<file path="src/rtl/dcache_load_lookup_s2.sv">
// dcache load pipe, lookup stage s2.
// Compares the TLB physical tag against every way read out of the tag array in s1,
// then produces a registered hit pulse, a registered replay pulse, or parks the miss
// in a one-entry buffer that is offered to the MSHR until it is accepted.
module dcache_load_lookup_s2 #(
  parameter int WAY_NUM = 4,
  parameter int PADDR_W = 39,
  parameter int TAG_LOW = 12,
  parameter int TAG_W   = 27,
  parameter int ROBID_W = 7,
  parameter int PERF_W  = 16
) (
  input  logic                         clock,
  input  logic                         reset_n,
  input  logic                         flush,
  input  logic                         in_valid,
  output logic                         in_ready,
  input  logic [ROBID_W-1:0]           in_robid,
  input  logic                         tlb_valid,
  input  logic                         tlb_hit,
  input  logic [PADDR_W-1:0]           tlb_paddr,
  input  logic [WAY_NUM*(TAG_W+1)-1:0] tagarray_rd_data,
  output logic                         hit_valid,
  output logic [WAY_NUM-1:0]           hit_way,
  output logic [PADDR_W-1:0]           hit_paddr,
  output logic [ROBID_W-1:0]           hit_robid,
  output logic                         multihit,
  output logic                         replay_valid,
  output logic [ROBID_W-1:0]           replay_robid,
  output logic                         mshr_allocate_valid,
  input  logic                         mshr_allocate_ready,
  output logic [PADDR_W-1:0]           mshr_allocate_paddr,
  output logic [ROBID_W-1:0]           mshr_allocate_robid,
  output logic [PERF_W-1:0]            perf_hit_cnt,
  output logic [PERF_W-1:0]            perf_miss_cnt
);

  localparam int ENT_W      = TAG_W + 1;
  localparam int LINE_OFF_W = 6;

  typedef enum logic {
    IDLE      = 1'b0,
    WAIT_MSHR = 1'b1
  } state_t;

  // Isolate the lowest set bit: the hit way reported when several ways match.
  function automatic logic [WAY_NUM-1:0] lowest_one(input logic [WAY_NUM-1:0] v);
    logic [WAY_NUM-1:0] neg;
    neg = ~v + {{(WAY_NUM-1){1'b0}}, 1'b1};
    return v & neg;
  endfunction

  // True when more than one bit is set (clearing the lowest bit leaves something).
  function automatic logic more_than_one(input logic [WAY_NUM-1:0] v);
    logic [WAY_NUM-1:0] dec;
    dec = v - {{(WAY_NUM-1){1'b0}}, 1'b1};
    return |(v & dec);
  endfunction

  state_t              state_q;
  state_t              state_d;

  logic                fire_p0;
  logic                lookup_ok_p0;
  logic [TAG_W-1:0]    req_tag_p0;
  logic [WAY_NUM-1:0]  match_p0;
  logic                any_match_p0;
  logic                hit_p0;
  logic                miss_p0;
  logic                replay_p0;
  logic [PADDR_W-1:0]  line_paddr_p0;
  logic                mshr_fire;

  logic                hit_vld_p1;
  logic [WAY_NUM-1:0]  hit_way_p1;
  logic                multihit_p1;
  logic [PADDR_W-1:0]  hit_paddr_p1;
  logic [ROBID_W-1:0]  hit_robid_p1;
  logic                replay_vld_p1;
  logic [ROBID_W-1:0]  replay_robid_p1;
  logic [PADDR_W-1:0]  park_paddr_p1;
  logic [ROBID_W-1:0]  park_robid_p1;
  logic [PERF_W-1:0]   hit_cnt_q;
  logic [PERF_W-1:0]   miss_cnt_q;

  // ---- p0: request acceptance and combinational tag compare ----
  assign fire_p0       = in_valid & in_ready & ~flush;
  assign lookup_ok_p0  = tlb_valid & tlb_hit;
  assign req_tag_p0    = tlb_paddr[TAG_LOW +: TAG_W];
  assign line_paddr_p0 = {tlb_paddr[PADDR_W-1:LINE_OFF_W], {LINE_OFF_W{1'b0}}};

  for (genvar w = 0; w < WAY_NUM; w++) begin : g_way_cmp
    logic [ENT_W-1:0] entry;
    assign entry       = tagarray_rd_data[w*ENT_W +: ENT_W];
    assign match_p0[w] = lookup_ok_p0 & entry[TAG_W] & (entry[TAG_W-1:0] == req_tag_p0);
  end

  assign any_match_p0 = |match_p0;
  assign hit_p0       = fire_p0 & lookup_ok_p0 & any_match_p0;
  assign miss_p0      = fire_p0 & lookup_ok_p0 & ~any_match_p0;
  assign replay_p0    = fire_p0 & ~lookup_ok_p0;
  assign mshr_fire    = mshr_allocate_valid & mshr_allocate_ready;

  // Parking state register.
  always_ff @(posedge clock or negedge reset_n) begin
    if (!reset_n) begin
      state_q <= IDLE;
    end else begin
      state_q <= state_d;
    end
  end

  // Next state: park on a miss, release on MSHR acceptance or flush.
  always_comb begin
    state_d = state_q;
    case (state_q)
      IDLE:      if (miss_p0) state_d = WAIT_MSHR;
      WAIT_MSHR: if (flush || mshr_fire) state_d = IDLE;
      default:   state_d = IDLE;
    endcase
  end

  // State-decoded handshake outputs; s1 is stalled while a miss is parked.
  always_comb begin
    in_ready            = 1'b0;
    mshr_allocate_valid = 1'b0;
    case (state_q)
      IDLE:      in_ready = 1'b1;
      WAIT_MSHR: mshr_allocate_valid = 1'b1;
      default:   in_ready = 1'b0;
    endcase
  end

  // ---- p1: registered result pulses ----
  // Hit / replay pulses last exactly one cycle; hit_way and multihit are only non-zero with the hit pulse.
  always_ff @(posedge clock or negedge reset_n) begin
    if (!reset_n) begin
      hit_vld_p1    <= 1'b0;
      hit_way_p1    <= '0;
      multihit_p1   <= 1'b0;
      replay_vld_p1 <= 1'b0;
    end else begin
      hit_vld_p1    <= hit_p0;
      hit_way_p1    <= hit_p0 ? lowest_one(match_p0) : '0;
      multihit_p1   <= hit_p0 & more_than_one(match_p0);
      replay_vld_p1 <= replay_p0;
    end
  end

  // Request info captured alongside each outcome and held until the next one of the same kind.
  always_ff @(posedge clock or negedge reset_n) begin
    if (!reset_n) begin
      hit_paddr_p1    <= '0;
      hit_robid_p1    <= '0;
      replay_robid_p1 <= '0;
      park_paddr_p1   <= '0;
      park_robid_p1   <= '0;
    end else begin
      if (hit_p0) begin
        hit_paddr_p1 <= tlb_paddr;
        hit_robid_p1 <= in_robid;
      end
      if (replay_p0) begin
        replay_robid_p1 <= in_robid;
      end
      if (miss_p0) begin
        park_paddr_p1 <= line_paddr_p0;
        park_robid_p1 <= in_robid;
      end
    end
  end

  // Wrapping perf counters; a flush does not clear them and a handshake coincident with flush still counts.
  always_ff @(posedge clock or negedge reset_n) begin
    if (!reset_n) begin
      hit_cnt_q  <= '0;
      miss_cnt_q <= '0;
    end else begin
      if (hit_p0) begin
        hit_cnt_q <= hit_cnt_q + {{(PERF_W-1){1'b0}}, 1'b1};
      end
      if (mshr_fire) begin
        miss_cnt_q <= miss_cnt_q + {{(PERF_W-1){1'b0}}, 1'b1};
      end
    end
  end

  assign hit_valid           = hit_vld_p1;
  assign hit_way             = hit_way_p1;
  assign multihit            = multihit_p1;
  assign hit_paddr           = hit_paddr_p1;
  assign hit_robid           = hit_robid_p1;
  assign replay_valid        = replay_vld_p1;
  assign replay_robid        = replay_robid_p1;
  assign mshr_allocate_paddr = park_paddr_p1;
  assign mshr_allocate_robid = park_robid_p1;
  assign perf_hit_cnt        = hit_cnt_q;
  assign perf_miss_cnt       = miss_cnt_q;

endmodule

</file>
<file path="config.mk">
export PLATFORM = sky130hd
export DESIGN_NAME = dcache_load_lookup_s2
export DESIGN_NICKNAME = d
export VERILOG_FILES = /design/src/rtl/dcache_load_lookup_s2.sv
export SDC_FILE = /design/constraint.sdc
export NUM_CORES = 1
export LEC_CHECK = 0
export CORE_ASPECT_RATIO = 0.8
export CORE_MARGIN = 2
export CORE_UTILIZATION = 32
export DETAILED_ROUTE_END_ITERATION = 10
export PLACE_DENSITY_LB_ADDON = 0.05
export SYNTH_ARGS = -nofsm -noshare
export SYNTH_HDL_FRONTEND = slang
export SYNTH_SLANG_ARGS = --single-unit
</file>
<file path="constraint.sdc">
create_clock -name clock -period 1.7 [get_ports clock]
set_input_delay 0.51 -clock clock [delete_from_list [all_inputs] [get_ports clock]]
set_output_delay 0.51 -clock clock [all_outputs]
set_load 0.005 [all_outputs]
</file>
==> results.py, run 1 <==
metrics = {
    "yosys": {
        "synth_area_leaders": "dfrtp_1 (49%), xnor2_1 (14%), mux2_1 (9.8%), mux2_2 (4.8%), xor2_1 (4.1%)",
        "yosysTopAreaCellShare_pct": 48.9,
        "synthArstFlopShare_pct": 100,
        "syn_area_per_cell_um2": 12.1,
        "synthesis.area_um2": 6800,
        "synth_fa_ha_area_share_pct": 0.515,
        "yosysUniqueCellTypes": 37,
        "synthFlopType": "dfrtp_1",
        "synth_cells": 561,
        "synth.most_common_cell": "dfrtp_1",
        "yosysWarnings": 0,
        "synth_top_family_by_area": "XOR/XNOR gates",
        "synth_compound_area_share_pct": 3.42,
        "synthMuxAreaShare_pct": 14.6,
        "synth_common_cells": "dfrtp_1 (133), xnor2_1 (106), mux2_1 (59), nand2_1 (36), xor2_1 (32)",
        "seq_area_frac_synth_pct": 48.9,
        "synthSimpleGateAreaFrac_pct": 9.88,
        "synth-edff-count": 0,
        "yosys_register_bits": 133,
        "yosysTopAreaCell": "dfrtp_1",
        "synthXorXnorAreaFrac_pct": 17.8,
    },
    "timing": {
        "setup_viol": 108,
        "post-route-period-util_pct": 143,
        "final.setup_skew_ns": 0.00787,
        "max_slew_margin_pct": 66.1,
        "fin_crit_ns": 2.43,
        "fmax_mhz": 412,
        "tightest_slew_ns": 0.507,
        "fin_ws_ns": -0.727,
        "rsz0062_at_grt": "true",
        "drv_slew": 0,
        "hold_viol": 0,
    },
    "global_route": {
        "grt_pass1_vias": 6530,
        "grt_overflow_total": 0,
        "grt_pass1_wl_mm": 40.1,
        "grt_max_degree": 38,
        "grt_use_total_pct": 24.1,
        "antenna_found_initial": 1,
    },
    "setup_path": {
        "regToRegStartpoint": "state_q",
        "timing.rr.end": "hit_robid[2]",
        "reg2reg_depth": 9,
        "start_kind": "input port",
        "crit_start": "tlb_paddr[38]",
        "endpoint_kind": "register",
        "crit_end": "hit_robid[2]",
        "worstSetupPathType": "input port to register",
        "critical_path_arrival_ns": 2.74,
        "r2r_setup_slack_ns": -0.48,
        "crit_required_ns": 2.02,
        "worst-path-max-fanout": 8,
    },
    "layout": {
        "fin_nets": 1153,
        "layout.cells.non_filler": 1268,
        "syn_to_final_growth_pct": 89.6,
        "multi_input_comb_area_um2": 3980,
        "seq_area_um2": 3340,
        "drive_above_1_share_pct": 37.3,
        "fill_cells": 1703,
    },
    "power": {
        "clkPwrFrac_pct": 38.8,
        "p_int_uw": 6680,
        "pwr_density_cell_nw_per_um2": 713,
        "ir_drop_mv": 0.613,
        "netSwitchingFraction_pct": 27.4,
        "leakage_uw": 0.00722,
        "p_seq_share_pct": 39.4,
        "p_comb_share_pct": 21.7,
        "p_switching_uw": 2520,
    },
    "hold_path": {
        "whs_path_depth": 2,
        "hp-class": "input port to register",
    },
    "route": {
        "routedWlPerCell_um": 21.7,
        "drcViolationCount": 0,
        "dr.pass1.iters": 5,
        "drt_first_iter_violations": 268,
        "wl_mm": 27.5,
        "num_vias": 6074,
        "vias_per_cell": 4.79,
        "ant_nets": 0,
    },
    "outcome": {
        "status": "finished, violations left",
        "violations": "setup timing",
    },
    "flow_run": {
        "max_cap_violations": 0,
    },
    "floorplan": {
        "die_x_um": 167,
        "initial_utilization_pct": 32.8,
        "num_rows": 47,
        "io_pins": 305,
        "core_region_area_um2": 20800,
        "die_y_um": 134,
        "die_area_um2": 22400,
    },
    "placement": {
        "dp_hpwl_mm": 19.6,
        "place_inst": 1184,
        "place_ws_ns": -1.57,
        "globalplace.congestion": 0.874,
        "numPortBuffers": 298,
    },
    "clock_network": {
        "path_clk_slew_ns": 0.06,
        "clock_latency_ns": 0.44,
        "cts_tree": "built",
        "cts_buffer_depth": 2,
        "cts.htree.levels": 4,
        "numCtsBuffers": 17,
        "cts_root_buffer": "clkbuf_16",
        "clock-sinks": 133,
    },
}
-- worst max-delay path, stage by stage --
cell and delay [ns]:
buf_8 0.11, xor2_1 0.14, or4_4 0.58, nor4_4 0.32, a22oi_2 0.16, a21oi_4 0.19, buf_12 0.15, buf_12 0.10
buf_16 0.14, mux2_4 0.32
-- flip-flops by register name (all words and copies together), names as in the netlist --
| register | flops |
|---|---|
| replay_valid | 1 |
| perf_miss_cnt | 16 |
| replay_robid | 7 |
| multihit | 1 |
| hit_paddr | 39 |
| mshr_allocate_paddr | 33 |
| hit_valid | 1 |
| state_q | 1 |
| hit_way | 4 |
| perf_hit_cnt | 16 |
| hit_robid | 7 |
| mshr_allocate_robid | 7 |
-- area by class of cell --
type	count	area share, %
Multi-Input combinational cell	379	30.9
Antenna cell	1	0.0194
Clock buffer	18	3.33
Inverter	7	0.233
Tap cell	269	2.61
Clock inverter	13	0.960
Timing Repair Buffer	448	36.1
Sequential cell	133	25.9
-- power by group through the flow --
stage	sequential, uW	clock (uW)	combinational [uW]
floorplan	3690	0	582
global placement	3680	0	1970
detailed placement	3690	0	2000
CTS	3630	3640	1980
global route	3660	3790	2150
finish	3630	3570	2000
-- timing repair --
item	in CTS	in global routing
hold buffers	1	0
hold endpoints to repair	1	0
pin swaps	62	50
endpoints found under the setup margin	243	192
setup buffers	30	24
cloned	5	4
gates resized for setup	314	283
-- cells by family after synthesis --
group                      after synthesis
DFF                                    133
other                                    1
buffers and inverters                   54
muxes                                   88
xor gates and xnor gates               138
adders and majority gates                3
AOI/OAI and AO/OA                       21
and+or+nand+nor                        123
-- cell usage in the layout, fill, tap and decap left out, types with 6 or more instances in the layout --
| master | synthesis | routed |
|---|---|---|
| nand3_1 | 21 | 16 |
| xor2_1 | 32 | 26 |
| dfrtp_2 | 0 | 6 |
| mux2_1 | 59 | 32 |
| xnor2_2 | 0 | 23 |
| buf_6 | 11 | 45 |
| clkdlybuf4s15_1 | 0 | 10 |
| nand2_1 | 36 | 32 |
| buf_4 | 10 | 91 |
| nor2_1 | 7 | 6 |
| a2111oi_4 | 0 | 11 |
| mux2_4 | 0 | 51 |
| dlymetal6s2s_1 | 0 | 111 |
| buf_12 | 0 | 17 |
| xnor2_1 | 106 | 81 |
| dlygate4sd2_1 | 0 | 90 |
| clkdlybuf4s50_1 | 0 | 41 |
| clkbuf_2 | 0 | 16 |
| nand4_1 | 26 | 26 |
| buf_2 | 6 | 13 |
| conb_1 | 1 | 6 |
| clkbuf_16 | 0 | 21 |
| dfrtp_1 | 133 | 127 |
-- routing by layer --
metal	share of wire [%]	routed length, um	global-route usage (%)	up-vias
met5	0	0	0	-
met4	1.6	429	6.27	0
met3	6.6	1810	7.35	30
met2	47	13000	38.2	206
met1	45	12300	32.2	3055
li1	-	-	-	2783
-- per-stage QoR --
| step | setup TNS, ns | cell area, um2 | hold slack, ns | power [uW] | utilization, % |
|---|---|---|---|---|---|
| 6_report | -62.03 | 12900 | 0.360 | 9200 | 62.1 |
| 5_1_grt | -67.95 | 12900 | 0.361 | 9610 | 62.1 |
| 4_1_cts | -75.15 | 12000 | 0.440 | 9250 | 57.8 |
| 3_5_place_dp | -165.65 | 10900 | 0.457 | 5680 | 52.3 |
| 3_3_place_gp | -159.77 | 10900 | 0.447 | 5650 | 52.3 |
| 2_1_floorplan | -84.80 | 6970 | 0.214 | 4270 | - |
-- worst min path at each step --
| stage | to | start |
|---|---|---|
| 5_1_grt | hit_paddr[22] | tlb_paddr[22] |
| 6_report | hit_paddr[22] | tlb_paddr[22] |
| 3_3_place_gp | hit_paddr[21] | reset_n |
| 4_1_cts | hit_paddr[21] | tlb_paddr[21] |
| 3_5_place_dp | hit_paddr[21] | reset_n |
| 2_1_floorplan | hit_paddr[0] | reset_n |
No activity file was read; power rests on OpenSTA's default activity.
==> inputs of run 2 (changes only) <==
- ABC_AREA: default -> 1
- SKIP_LAST_GASP: default -> 1
==> run 2 against run 1 <==
  * The flow still finishes with violations (setup timing)
  * Hold slack better by 0.094 ns
  * Maximum frequency increased by 24%
  * Global-route usage rose by 5.6 points
  * Combinational power increased by 65%
  * Total power increased by 17%
  * Critical path depth grew 5
  * Synthesized area rose by 26%
==> results.py, run 2 <==
metrics = {
    "outcome": {
        "status": "finished, violations left",
        "violations": "setup timing",
    },
    "clock_network": {
        "path_clk_slew_ns": 0.06,
        "cts.htree.levels": 4,
        "cts_root_buffer": "clkbuf_16",
        "cts_tree": "built",
        "clock_latency_ns": 0.43,
        "clock-sinks": 133,
        "numCtsBuffers": 17,
        "cts_buffer_depth": 2,
    },
    "placement": {
        "place_ws_ns": -1.14,
        "dp_hpwl_mm": 28.5,
        "globalplace.congestion": 0.984,
        "numPortBuffers": 298,
    },
    "yosys": {
        "synth_common_cells": "nand2_1 (446), dfrtp_1 (133), nor2_1 (130), nand3_1 (93)",
        "seq_area_frac_synth_pct": 38.9,
        "yosysTopAreaCell": "dfrtp_1",
        "synth_fa_ha_area_share_pct": 0.293,
        "synth_cells": 1187,
        "synth_top_family_by_area": "simple AND/OR/NAND/NOR gates",
        "synthXorXnorAreaFrac_pct": 12.7,
        "synth_area_leaders": "dfrtp_1 (39%), nand2_1 (20%), xnor2_1 (8.8%), nor2_1 (5.7%), nand3_1 (5.4%)",
        "synth_compound_area_share_pct": 0.834,
        "synthesis.area_um2": 8550,
        "synthMuxAreaShare_pct": 0,
        "syn_area_per_cell_um2": 7.20,
        "synth.most_common_cell": "nand2_1",
        "synthArstFlopShare_pct": 100,
        "synthFlopType": "dfrtp_1",
        "synth-edff-count": 0,
        "yosysTopAreaCellShare_pct": 38.9,
        "synthSimpleGateAreaFrac_pct": 37.6,
        "yosys_register_bits": 133,
        "yosysWarnings": 0,
        "yosysUniqueCellTypes": 36,
    },
    "layout": {
        "largest_reg_flops": 39,
        "fin_nets": 1943,
        "final_cell_mix": "nand2_1 (271), buf_4 (236), dlygate4sd2_1 (208), nand2_2 (151), dfrtp_1 (127)",
        "syn_to_final_growth_pct": 103,
        "drive_above_1_share_pct": 43.7,
        "fill_cells": 2256,
        "layout_commonest_cell": "nand2_1",
    },
    "route": {
        "drt_first_iter_violations": 767,
        "drcViolationCount": 0,
        "routedWlPerCell_um": 19.3,
        "num_vias": 10300,
        "wl_mm": 41.6,
        "ant_nets": 0,
        "dr.pass1.iters": 5,
        "vias_per_cell": 4.76,
    },
    "power": {
        "total_power_uw": 10800,
        "leakage_uw": 0.00900,
        "ir_drop_mv": 0.858,
        "pwr_density_cell_nw_per_um2": 622,
    },
    "setup_path": {
        "timing.rr.end": "hit_paddr[11]",
        "endpoint_kind": "register",
        "crit_required_ns": 2.02,
        "r2r_setup_slack_ns": -0.09,
        "worstSetupPathType": "input port to register",
        "reg2reg_depth": 9,
        "regToRegStartpoint": "state_q",
        "start_kind": "input port",
        "critical_path_arrival_ns": 2.28,
        "worst-path-max-fanout": 8,
    },
    "timing": {
        "fin_ws_ns": -0.255,
        "hold_viol": 0,
        "fin_crit_ns": 1.96,
        "setup_viol": 113,
        "drv_slew": 0,
        "fin_hold_ws_ns": 0.455,
        "final.setup_skew_ns": 0.00826,
        "post-route-period-util_pct": 115,
        "fmax_mhz": 511,
        "rsz0062_at_grt": "true",
    },
    "floorplan": {
        "die_x_um": 187,
        "die_area_um2": 28000,
        "num_rows": 53,
        "initial_utilization_pct": 32.5,
        "io_pins": 305,
        "die_y_um": 150,
        "core_region_area_um2": 26300,
    },
    "global_route": {
        "grt_use_total_pct": 29.7,
        "grt_max_degree": 39,
        "grt_pass1_vias": 10300,
        "grt_overflow_total": 0,
        "grt_pass1_wl_mm": 61.7,
        "antenna_found_initial": 4,
    },
    "flow_run": {
        "max_cap_violations": 0,
    },
    "hold_path": {
        "whs_path_depth": 3,
        "hold_path_startpoint": "tlb_paddr[24]",
        "hp-class": "input port to register",
        "worstHoldEndpoint": "mshr_allocate_paddr[24]",
    },
}
==> run 2: cell count changes in the layout (fill, tap and decap cells not counted), sizes merged, moves of 88 or more <==
cell / change
dlymetal6s2s: -110
dlygate4sd2: +118
nand2: +412
mux2: -88
buf: +192
nor2: +130
==> run 2: worst max path at each step <==
| stage | start | endpoint | slack [ns] | cells past startpoint |
|---|---|---|---|---|
| finish | tlb_paddr[20] | hit_paddr[11] | -0.26 | 15 |
| global route | tagarray_rd_data[32] | hit_paddr[14] | -0.35 | 15 |
| CTS | tlb_paddr[22] | hit_paddr[18] | -0.27 | 16 |
| detailed placement | tlb_paddr[29] | perf_hit_cnt[9] | -1.14 | 14 |
| global placement | tlb_valid | hit_paddr[4] | -1.19 | 13 |
| floorplan | tlb_paddr[29] | perf_hit_cnt[0] | -0.11 | 16 |
==> run 2: metal layers <==
metal	global-route usage (%)	share of wire [%]	wire (um)
met1	42.1	46	19000
met3	7.76	8.3	3460
met2	44.8	44	18400
met4	8.21	1.9	806
met5	0	0	0
==> run 2: kinds of logic after synthesis <==
| group | after synthesis |
|---|---|
| AOI/OAI and AO/OA | 12 |
| adders and majority gates | 2 |
| DFF | 133 |
| buffers and inverters | 157 |
| xor gates and xnor gates | 123 |
| and+or+nand+nor | 759 |
| other | 1 |
==> run 2: cell type report <==
class / count / area (um2) / share of cell area [%]
Antenna cell: 6 / 15.0 / 0.0867
Sequential cell: 133 / 3340 / 19.3
Timing Repair Buffer: 633 / 6200 / 35.8
Multi-Input combinational cell: 902 / 6360 / 36.8
Clock inverter: 9 / 125 / 0.723
Tap cell: 357 / 447 / 2.58
Inverter: 89 / 349 / 2.02
Clock buffer: 23 / 478 / 2.76
==> run 2: repair_timing <==
| action | 4_1_cts | 5_1_grt |
|---|---|---|
| hold buffers | 1 | 0 |
| gates cloned | 17 | 0 |
| gates resized for setup | 752 | 178 |
| endpoints found under the setup margin | 247 | 118 |
| endpoints found under the hold margin | 33 | 0 |
| buffers inserted | 155 | 10 |
| pin swaps | 191 | 84 |
==> run 2: critical path: stages <==
cell and delay, ns:
buf_4 0.17, buf_6 0.14, xor2_2 0.18, nor2_1 0.09
nand2_1 0.10, nor2_4 0.15, nand2_2 0.08, nor2_4 0.12
nor2_4 0.05, nand3_4 0.11, buf_12 0.12, nand2_8 0.12
buf_12 0.20, nand2_2 0.07, nand2_1 0.04
==> run 2: stage by stage <==
step	area (um2)	util, %	setup TNS, ns	instances
finish	17300	65.9	-21.13	2152
global route	17300	65.9	-30.26	2148
CTS	16900	64.3	-20.17	2147
detailed placement	13500	51.2	-122.22	1946
global placement	13500	51.2	-130.45	1946
floorplan	9000	-	-7.30	1192
==> run 2: power by group <==
| group | internal, uW | switching (uW) | leakage, uW | total (uW) |
|---|---|---|---|---|
| Clock | 2410 | 1410 | 0.000293 | 3820 |
| Sequential | 3450 | 175 | 0.00177 | 3630 |
| Combinational | 1750 | 1560 | 0.00694 | 3310 |
| Total | 7610 | 3140 | 0.00900 | 10800 |
